## src/rtl/counter_pkg.sv

```systemverilog
// Shared types and sizing helpers for the up/down modulus counter family.
// Saturating variants are built with UPDOWN_COUNTER_SATURATE_EN defined.
package counter_pkg;

   typedef enum logic {
      DIR_DOWN = 1'b0,
      DIR_UP   = 1'b1
   } count_dir_e;

   localparam int DEFAULT_WIDTH = 3;

   // Smallest counter width able to hold every value 0..modulus-1.
   function automatic int count_width(input int modulus);
      return (modulus <= 2) ? 1 : $clog2(modulus);
   endfunction

   // Full binary range of a counter of the given width.
   function automatic int default_modulus(input int width);
      return 1 << width;
   endfunction

endpackage

```

## src/rtl/counter_next_calc.sv

```systemverilog
// Next-state arithmetic for updown_counter_mod: next count, wrap pulse and overflow set.
// Wrap-around by default; saturates at the limits when UPDOWN_COUNTER_SATURATE_EN is defined.
module counter_next_calc
   import counter_pkg::*;
#(
   parameter int WIDTH   = DEFAULT_WIDTH,
   parameter int MODULUS = default_modulus(WIDTH)
)(
   input  logic [WIDTH-1:0] q,
   input  logic             up_dn,
   input  logic             en,
   output logic [WIDTH-1:0] q_next,
   output logic             tc_next,
   output logic             ovf_set
);

   localparam logic [WIDTH:0] MOD_EXT = (WIDTH+1)'(MODULUS);
`ifdef UPDOWN_COUNTER_SATURATE_EN
   localparam logic [WIDTH:0] MAX_EXT = (WIDTH+1)'(MODULUS - 1);
`else
   localparam logic [WIDTH-1:0] MAX_Q = WIDTH'(MODULUS - 1);
`endif

   logic [WIDTH:0] inc;
   logic [WIDTH:0] dec;
   count_dir_e     dir;

   // The extra bit keeps the carry when MODULUS = 2**WIDTH and flags borrow out of zero.
   assign inc = {1'b0, q} + (WIDTH+1)'(1);
   assign dec = {1'b0, q} - (WIDTH+1)'(1);
   assign dir = count_dir_e'(up_dn);

   always_comb begin
      q_next  = q;
      tc_next = 1'b0;
      ovf_set = 1'b0;
      if (en) begin
         if (dir == DIR_UP) begin
`ifdef UPDOWN_COUNTER_SATURATE_EN
            if (inc >= MOD_EXT) begin
               ovf_set = 1'b1;
            end else begin
               q_next  = inc[WIDTH-1:0];
               tc_next = (inc == MAX_EXT);
            end
`else
            if (inc >= MOD_EXT) begin
               q_next  = '0;
               tc_next = 1'b1;
               ovf_set = 1'b1;
            end else begin
               q_next = inc[WIDTH-1:0];
            end
`endif
         end else begin
`ifdef UPDOWN_COUNTER_SATURATE_EN
            if (dec[WIDTH]) begin
               ovf_set = 1'b1;
            end else begin
               q_next  = dec[WIDTH-1:0];
               tc_next = (dec == '0);
            end
`else
            if (dec[WIDTH]) begin
               q_next  = MAX_Q;
               tc_next = 1'b1;
               ovf_set = 1'b1;
            end else begin
               q_next = dec[WIDTH-1:0];
            end
`endif
         end
      end
   end

endmodule

```

## src/rtl/updown_counter_mod.sv

```systemverilog
// Loadable up/down modulus counter with registered terminal-count pulse and sticky overflow.
// Define UPDOWN_COUNTER_SATURATE_EN to saturate at the limits instead of wrapping.
module updown_counter_mod
   import counter_pkg::*;
#(
   parameter int WIDTH   = DEFAULT_WIDTH,
   parameter int MODULUS = default_modulus(WIDTH)
)(
   input  logic             clk,
   input  logic             reset,
   input  logic             en,
   input  logic             up_dn,
   input  logic             load_en,
   input  logic [WIDTH-1:0] d,
   input  logic             ovf_clr,
   output logic [WIDTH-1:0] q,
   output logic             tc,
   output logic             ovf
);

   localparam logic [WIDTH:0]   MOD_EXT = (WIDTH+1)'(MODULUS);
   localparam logic [WIDTH-1:0] MAX_Q   = WIDTH'(MODULUS - 1);

   logic [WIDTH-1:0] q_reg;
   logic             tc_reg;
   logic             ovf_reg;
   logic [WIDTH-1:0] q_next;
   logic             tc_next;
   logic             ovf_set;
   logic [WIDTH-1:0] load_val;

   counter_next_calc #(
      .WIDTH   (WIDTH),
      .MODULUS (MODULUS)
   ) u_next_calc (
      .q       (q_reg),
      .up_dn   (up_dn),
      .en      (en),
      .q_next  (q_next),
      .tc_next (tc_next),
      .ovf_set (ovf_set)
   );

   // Out-of-range load values are clamped so q never leaves 0..MODULUS-1.
   assign load_val = ({1'b0, d} >= MOD_EXT) ? MAX_Q : d;

   always_ff @(posedge clk) begin
      if (reset) begin
         q_reg   <= '0;
         tc_reg  <= 1'b0;
         ovf_reg <= 1'b0;
      end else begin
         if (load_en) begin
            q_reg  <= load_val;
            tc_reg <= 1'b0;
         end else begin
            q_reg  <= q_next;
            tc_reg <= tc_next;
         end
         // A wrap in the same cycle as a clear keeps the flag set.
         if (!load_en && ovf_set) begin
            ovf_reg <= 1'b1;
         end else if (ovf_clr) begin
            ovf_reg <= 1'b0;
         end
      end
   end

   assign q   = q_reg;
   assign tc  = tc_reg;
   assign ovf = ovf_reg;

endmodule
```

## config.mk

```make
export PLATFORM = sky130hd
export DESIGN_NAME = updown_counter_mod
export DESIGN_NICKNAME = d
export VERILOG_FILES = /design/src/rtl/counter_pkg.sv /design/src/rtl/counter_next_calc.sv /design/src/rtl/updown_counter_mod.sv
export SDC_FILE = /design/constraint.sdc
export NUM_CORES = 1
export LEC_CHECK = 0
export CAP_MARGIN = 15
export CORE_AREA = 2 2 39 41
export DETAILED_ROUTE_END_ITERATION = 16
export DIE_AREA = 0 0 41 43
export GPL_ROUTABILITY_DRIVEN = 0
export GPL_TIMING_DRIVEN = 1
export SLEW_MARGIN = 40
export SYNTH_ARGS = -nofsm -noshare
export SYNTH_HDL_FRONTEND = slang
export SYNTH_HIERARCHICAL = 1
export SYNTH_SLANG_ARGS = --single-unit
```

## constraint.sdc

```tcl
create_clock -name clk -period 1.2 [get_ports clk]
set_input_delay 0.24 -clock clk [delete_from_list [all_inputs] [get_ports clk]]
set_output_delay 0.24 -clock clk [all_outputs]
set_load 0.05 [all_outputs]
```

## After elaboration in Yosys (flattened, before gate mapping)

Index checks and enable logic that the tools add are counted.
Widths: inputs -> output; s select.

| cells by class | value |
|---|---|
| $add $sub $neg | 2 |
| $lt $le $gt $ge | 1 |
| mux-type cells | 11 |
| reductions and logical operators | 5 |

Operators with widths:

| kind | number |
|---|---|
| $mux 3 | 5 |
| $mux 1 | 6 |
| $add 3x1->4 const B | 1 |
| $ge 4x4->1 const B | 1 |
| $reduce_bool 2->1 | 2 |
| $sub 3x1->4 const B | 1 |
| $reduce_or 2->1 | 1 |
| $logic_and 1x1->1 | 1 |
| $logic_not 1->1 | 1 |

| storage, ports and cells | value |
|---|---|
| bits in registers | 5 |
| input bits | 9 |
| output and inout port bits | 5 |
| logic and storage cells | 22 |

## Depth between registers and ports, before layout

Gate-level depths: netlist of run 1.

| logic depth | value |
|---|---|
| depth in word-level cells | 7 |
| depth in mapped cells | 7 |
| gate-level depth less buffers | 7 |

## By module

The synthesis of run 1 kept the hierarchy.

Modules (own cells, without submodules):

| module | instances | cells each | area each (µm²) | seq. area each (µm²) |
|---|---|---|---|---|
| updown_counter_mod | 1 | 16 | 175.2 | 100.1 |
| counter_next_calc | 1 | 23 | 170.2 | 0.0 |

## Worst setup path before layout of run 1

Ideal clock, no wire load.

| timing path | value |
|---|---|
| path type | reg-to-reg |
| start point | register q_reg[0] (netlist: q[0]) |
| end point | register q_reg[2] (netlist: q[2]) |
| library setup time | 114 ps |
| arrival | 1575 ps |
| required time | 1086 ps |
| slack | -490 ps |
| stages on the path, launching flop included | 8 |
| path buffers | 0 |
| period minus slack after synthesis | 1690 ps |
| cell sequence | dfxtp_1 inv_1 ha_1 o21bai_1 a21oi_1 o21ai_2 mux2i_1 nor2_1 |

| on the way | value |
|---|---|
| longest elaborated chain between the ends | 6 |
| elaborated cells between the ends (all ways) | 8 |
| those cells by class | add/sub: 2; order compare: 1; mux: 5 |

Ends and longest elaborated chain:

| what | line | RTL |
|---|---|---|
| from (decl) | updown_counter_mod.sv:24 | `logic [WIDTH-1:0] q_reg;` |
| from (signal assigned) | updown_counter_mod.sv:54 | `q_reg <= load_val;` |
| from (signal assigned) | updown_counter_mod.sv:57 | `q_reg <= q_next;` |
| $add 3x1->4 | counter_next_calc.sv:29 | `assign inc = {1'b0, q} + (WIDTH+1)'(1);` |
| $ge 4x4->1 | counter_next_calc.sv:47 | `if (inc >= MOD_EXT) begin` |
| $mux 3 | counter_next_calc.sv:47 |  |
| $mux 3 * | counter_next_calc.sv:38 | `if (dir == DIR_UP) begin` |
| $mux 3 * | counter_next_calc.sv:37 | `if (en) begin` |
| net q_next[2] | updown_counter_mod.sv:27 | `logic [WIDTH-1:0] q_next;` |
| $mux 3 * | updown_counter_mod.sv:53 | `if (load_en) begin` |

Mark *: on every way through the listed nets, which the timed path passes. The rest lies on a longest branch. The select of a mux whose other input is x is not followed.
A chain may end at the register's enable or synchronous reset.

## Final worst setup path of run 1

| timing path | value |
|---|---|
| start point | register q_reg[1] (netlist: q[1]) |
| end point | register q_reg[2] (netlist: q[2]) |

Same word-level chain as after synthesis.

==> flow_summary.toml, run 1 <==
[status]
outcome = "finished, violations left"
violations = "setup timing"

[job]
maxCapViolations = 0

[yosys]
synth_top_area_frac = 0.2899
netlist_instances = 39
syn-num-nets = 50
ys_types = 27
synthTopCellsByArea = "dfxtp_1 (29%), mux2i_1 (8.7%), ha_1 (7.2%)"
synthesis.area_sq_um = 345.3
avgSynthCellArea_sq_um = 8.855
yosysSeqAreaShare = 0.2899
synth-warning-count = 6
ys_seq_elements = 5
yosys.area.top_type = "dfxtp_1"

[floorplan]
die_area_sq_um = 1763
num_io_pins = 14
die_x_um = 41
start_util = 0.2495
core-area_sq_um = 1384
rows = 14
die_height_um = 43

[layout]
final_cell_mix = "buf_4 (7), clkdlybuf4s50_1 (6), buf_12 (5)"
drive_above_1_share = 0.4237
final_cells = 75
layout.nets = 71
antenna_cells = 0
final_common_cell = "buf_4"
largest_reg_flops = 3
design_area_sq_um = 620.6
final_util = 0.4485
syn_to_final_growth_pct = 79.71

[timing]
setup_viol = 1
final_hold_viol_count = 0
hold_slack_ps = 521.0
tns_ps = -8.114
relSlewSlack = 0.8322
fin_skew_ps = 3.931
rsz0062_at_grt = "yes"
drv_slew = 0
fin_crit_sh = 1.007
layout_setup_ws_ps = -8.114
tightest_slew_ps = 249.5
min_period_ps = 1208
fmax_mhz = 827.7

[clock_tree]
clockBufferDepth = 2
root_buffer = "clkbuf_4"
holdBufCountCts = 0
numCtsBuffers = 3
htreeDepth = 1
cts.sinks = 5
clock_latency_ps = 240
clk_pin_slew_worst_paths_ps = 40
cts_tree = "yes"

[route]
first_pass_iters = 2
wl_per_cell_um = 9.653
vias = 337
drcViolationCount = 0
final_antenna_net_count = 0
drt-initial-drc-count = 3
wl_um = 724
post_drt_via_cell_ratio = 4.493

[global_routing]
antenna_found_initial = 0
grtUsageTotal = 0.1094
grt_pass1_vias = 317
grt_max_degree = 9
grt_pass1_wl_um = 1248
gr-total-overflow = 0

[setup_path]
worstRegToRegCells = 7
cp-start-kind = "flop"
cp_max_fo = 6
endpoint_kind = "flop"
rr_startpoint = "q[1]$_SDFF_PP0_"
rrSetupSlack_ps = -8
critical_path_class = "reg2reg"
worstPathRequired_ps = 1330
crit_arrival_ps = 1340
r2r-end = "q[2]$_SDFF_PP0_"

[placement]
pre_cts_slack_ps = -342.1
io_buffers = 13
post_dp_cell_area_sq_um = 585.6
dp.final_hpwl_um = 611.1
dp.cells = 70

[power]
ir_drop_mv = 0.5354
p_comb_frac = 0.364
internal_power_mw = 0.4333
power_mw = 0.6188
clkPwrFrac = 0.314
p_leak_nw = 0.2635
p_sw_mw = 0.1856
powerDensity_nw_per_um2 = 997.2
netSwitchingFraction = 0.2999
seqPwrFrac = 0.322

[min_path]
min_to = "ovf$_SDFFE_PP0P_"
hold_class = "reg2reg"
min_from = "ovf$_SDFFE_PP0P_"
min_path_cells = 2
[per-layer routing]
metal / up-vias / routed length, um / global-route usage
met5: - / 0 / 0
met4: 0 / 7 / 0.06000
met3: 2 / 47 / 0.06283
met2: 11 / 379 / 0.1438
met1: 150 / 290 / 0.1350
li1: 174 / - / -
[cells in the mapped netlist, drive strengths merged]
master	n
a21oi	2
a31o	1
a31oi	1
and2	1
buf	3
clkbuf	1
dfxtp	5
ha	2
inv	2
mux2i	3
nand2	2
nand2b	2
nand3b	1
nand4b	1
nor2	3
nor2b	1
nor3b	1
nor4	1
o21ai	2
o21bai	1
o311a	1
xnor2	1
xor2	1
[timing repair]
item / in CTS / in global routing
gates cloned: 0 / 0
setup endpoints to repair: 3 / 5
setup buffers: 1 / 0
gates resized for setup: 1 / 1
pin swaps: 1 / 0
[critical path: stages, from the launching register on]
cell and delay, ps:
dfxtp_4 380, inv_4 40, ha_4 150, o21bai_1 140, a21oi_1 150, o21ai_2 70
mux2i_1 120, nor2_1 50
[power by group through the flow]
stage | clock network, mW | logic, mW | registers (mW)
detailed placement | 0 | 0.225 | 0.202
global placement | 0 | 0.222 | 0.203
CTS | 0.204 | 0.229 | 0.199
global route | 0.224 | 0.243 | 0.202
finish | 0.194 | 0.226 | 0.199
floorplan | 0 | 0.0889 | 0.236
[worst max path at each step]
stage | from | to | slack (ps) | depth (start not counted)
6_report | q[1]$_SDFF_PP0_ | q[2]$_SDFF_PP0_ | -8 | 7
5_1_grt | q[1]$_SDFF_PP0_ | q[2]$_SDFF_PP0_ | -100 | 7
3_5_place_dp | up_dn | tc$_SDFF_PP0_ | -340 | 5
4_1_cts | q[1]$_SDFF_PP0_ | q[2]$_SDFF_PP0_ | -20 | 7
3_3_place_gp | up_dn | ovf$_SDFFE_PP0P_ | -320 | 6
2_1_floorplan | q[0]$_SDFF_PP0_ | q[2]$_SDFF_PP0_ | -70 | 7
[logic make-up after synthesis]
logic type | Yosys count | share of synthesized area
AO/OA/AOI/OAI | 8 | 0.1739
XOR/XNOR | 2 | 0.05073
adder cells (fa/ha/maj) | 2 | 0.07245
buffers and inverters | 6 | 0.1051
flip-flops | 5 | 0.2899
multiplexers | 3 | 0.08696
AND/OR/NAND/NOR | 13 | 0.2211
[layout make-up]
type / instances / area, sq um
fill: 135 / 763.2
multi-input combinational: 28 / 221.5
clock buffer: 4 / 26.28
tap: 16 / 20.02
timing repair buffer: 20 / 234.0
sequential: 5 / 108.9
inverter: 2 / 10.01
Note: power is estimated with default switching activity, not from simulation.
==> run 2: changes to the inputs <==
TNS_END_PERCENT = 1   (was default)
==> run 2 against run 1 <==
Compared with the run above:
- the flow still finishes with violations (setup timing)
- cell area down 4.2%
- critical path depth unchanged
- flip-flop and latch count unchanged
- register-to-register slack worse by 30 ps
- count of clock-buffer cells in the layout unchanged
- sequential power about the same
- utilization down 1.9 points
- sequential share of layout area up 0.78 points
- combinational power down 3%
- non-clock buffer count down 3
- first-iteration DRC count rose to 3.7 times the previous value
- die area unchanged
==> flow_summary.toml, run 2 (synthesized netlist as in run 1, its figures left out) <==
[clock_tree]
cts.sinks = 5
holdBufCountCts = 0
clock_latency_ps = 240
clockBufferDepth = 2
clk_pin_slew_worst_paths_ps = 40
root_buffer = "clkbuf_4"
htreeDepth = 1
numCtsBuffers = 3
cts_tree = "yes"

[route]
drt-initial-drc-count = 11
drcViolationCount = 0
vias = 325
post_drt_via_cell_ratio = 4.514
final_antenna_net_count = 0
wl_um = 746
wl_per_cell_um = 10.36
first_pass_iters = 4

[layout]
antenna_cells = 0
syn_to_final_growth_pct = 72.10
final_cell_mix = "clkdlybuf4s50_1 (8), buf_12 (5), buf_4 (4)"
layout.nets = 68
design_area_sq_um = 594.3
largest_reg_flops = 3
drive_above_1_share = 0.3929
final_cells = 72
final_common_cell = "clkdlybuf4s50_1"

[timing]
tightest_slew_ps = 239.2
rsz0062_at_grt = "yes"
fin_crit_sh = 1.030
layout_setup_ws_ps = -35.63
fmax_mhz = 809.3
drv_slew = 0
relSlewSlack = 0.8391
setup_viol = 1
final_hold_viol_count = 0
fin_skew_ps = 2.205
min_period_ps = 1236

[setup_path]
cpPeakStageDelay_ps = 370
critical_path_class = "reg2reg"
cp-start-kind = "flop"
worstPathRequired_ps = 1320
worstRegToRegCells = 7
crit_arrival_ps = 1360
path_cells = "inv_2 > ha_4 > o21bai_1 > a21oi_1 > o21ai_2 > mux2i_1 > nor2_1"
rrSetupSlack_ps = -40
cp_max_fo = 6
rr_startpoint = "q[1]$_SDFF_PP0_"
endpoint_kind = "flop"
r2r-end = "q[2]$_SDFF_PP0_"
cp_slowest_cell = "dfxtp_4"

[job]
maxCapViolations = 0

[floorplan]
die_x_um = 41
num_io_pins = 14
start_util = 0.2495
die_height_um = 43
rows = 14
die_area_sq_um = 1763
core-area_sq_um = 1384

[status]
outcome = "finished, violations left"
violations = "setup timing"

[global_routing]
grtUsageTotal = 0.09639
grt_max_degree = 9
grt_pass1_vias = 282
antenna_found_initial = 0
gr-total-overflow = 0
grt_pass1_wl_um = 1110

[power]
ir_drop_mv = 0.5957
p_leak_nw = 0.2387
powerDensity_nw_per_um2 = 1028

[placement]
io_buffers = 13
dp.final_hpwl_um = 563.5
dp.cells = 68
post_dp_cell_area_sq_um = 558.0

[min_path]
min_path_cells = 2
min_to = "ovf$_SDFFE_PP0P_"
hold_class = "reg2reg"
min_from = "ovf$_SDFFE_PP0P_"
==> run 2: final cells by class <==
class | instances | area [sq um]
fill | 137 | 789.5
multi-input combinational | 28 | 221.5
timing repair buffer | 17 | 210.2
sequential | 5 | 108.9
clock buffer | 4 | 26.28
tap | 16 | 20.02
inverter | 2 | 7.507
==> run 2: repair_timing <==
action	CTS	global route
pin swaps	1	0
gates cloned	0	0
resized for setup	1	1
buffers inserted	0	0
endpoints found under the setup margin	4	4
==> run 2: critical path: cells and delay by family, from the launching register on <==
| kind | cells | cell delay [ps] |
|---|---|---|
| muxes | 1 | 120 |
| DFF | 1 | 370 |
| and+or+nand+nor | 1 | 50 |
| AOI/OAI and AO/OA | 3 | 360 |
| buffers and inverters | 1 | 60 |
| adders and majority gates | 1 | 150 |
==> run 2: power breakdown <==
| part | switching, mW | total (mW) | internal, mW |
|---|---|---|---|
| Sequential | 0.0201 | 0.199 | 0.179 |
| Combinational | 0.0969 | 0.220 | 0.123 |
| Clock | 0.0669 | 0.192 | 0.126 |
| Total | 0.184 | 0.611 | 0.427 |
==> run 2: metrics by stage <==
| step | hold WS [ps] | util | power, mW | worst slack, ps | TNS, ps |
|---|---|---|---|---|---|
| after global placement | 515.6 | 0.4033 | 0.4089 | -300.9 | -1226 |
| after detailed placement | 518.0 | 0.4033 | 0.4123 | -302.5 | -1255 |
| after CTS | 524.5 | 0.4222 | 0.6153 | -38.86 | -54.16 |
| after floorplan | 302.4 | - | 0.3166 | -77.79 | -142.4 |
| after global routing | 538.2 | 0.4295 | 0.6509 | -88.73 | -301.4 |
| final | 514.7 | 0.4295 | 0.6111 | -35.63 | -35.63 |
==> run 2: worst max path at each step <==
stage | start | endpoint | slack [ps] | cells past startpoint
floorplan | q[1]$_SDFF_PP0_ | q[2]$_SDFF_PP0_ | -80 | 7
global placement | up_dn | tc$_SDFF_PP0_ | -300 | 5
detailed placement | up_dn | ovf$_SDFFE_PP0P_ | -300 | 6
CTS | q[1]$_SDFF_PP0_ | q[2]$_SDFF_PP0_ | -40 | 7
global route | up_dn | tc$_SDFF_PP0_ | -90 | 5
finish | q[1]$_SDFF_PP0_ | q[2]$_SDFF_PP0_ | -40 | 7
==> run 2: routing by layer <==
layer | vias up | GRT usage | wire [um]
met1 | 144 | 0.1093 | 330
met4 | 0 | 0.04000 | 0
met2 | 12 | 0.1375 | 368
met5 | - | 0 | 0
li1 | 169 | - | -
met3 | 0 | 0.06283 | 48
==> run 3: changes to the inputs <==
CAP_MARGIN = default   (was 15)
==> results of run 3 <==
No change in the layout: final DEF, timing and power equal those of run 2.
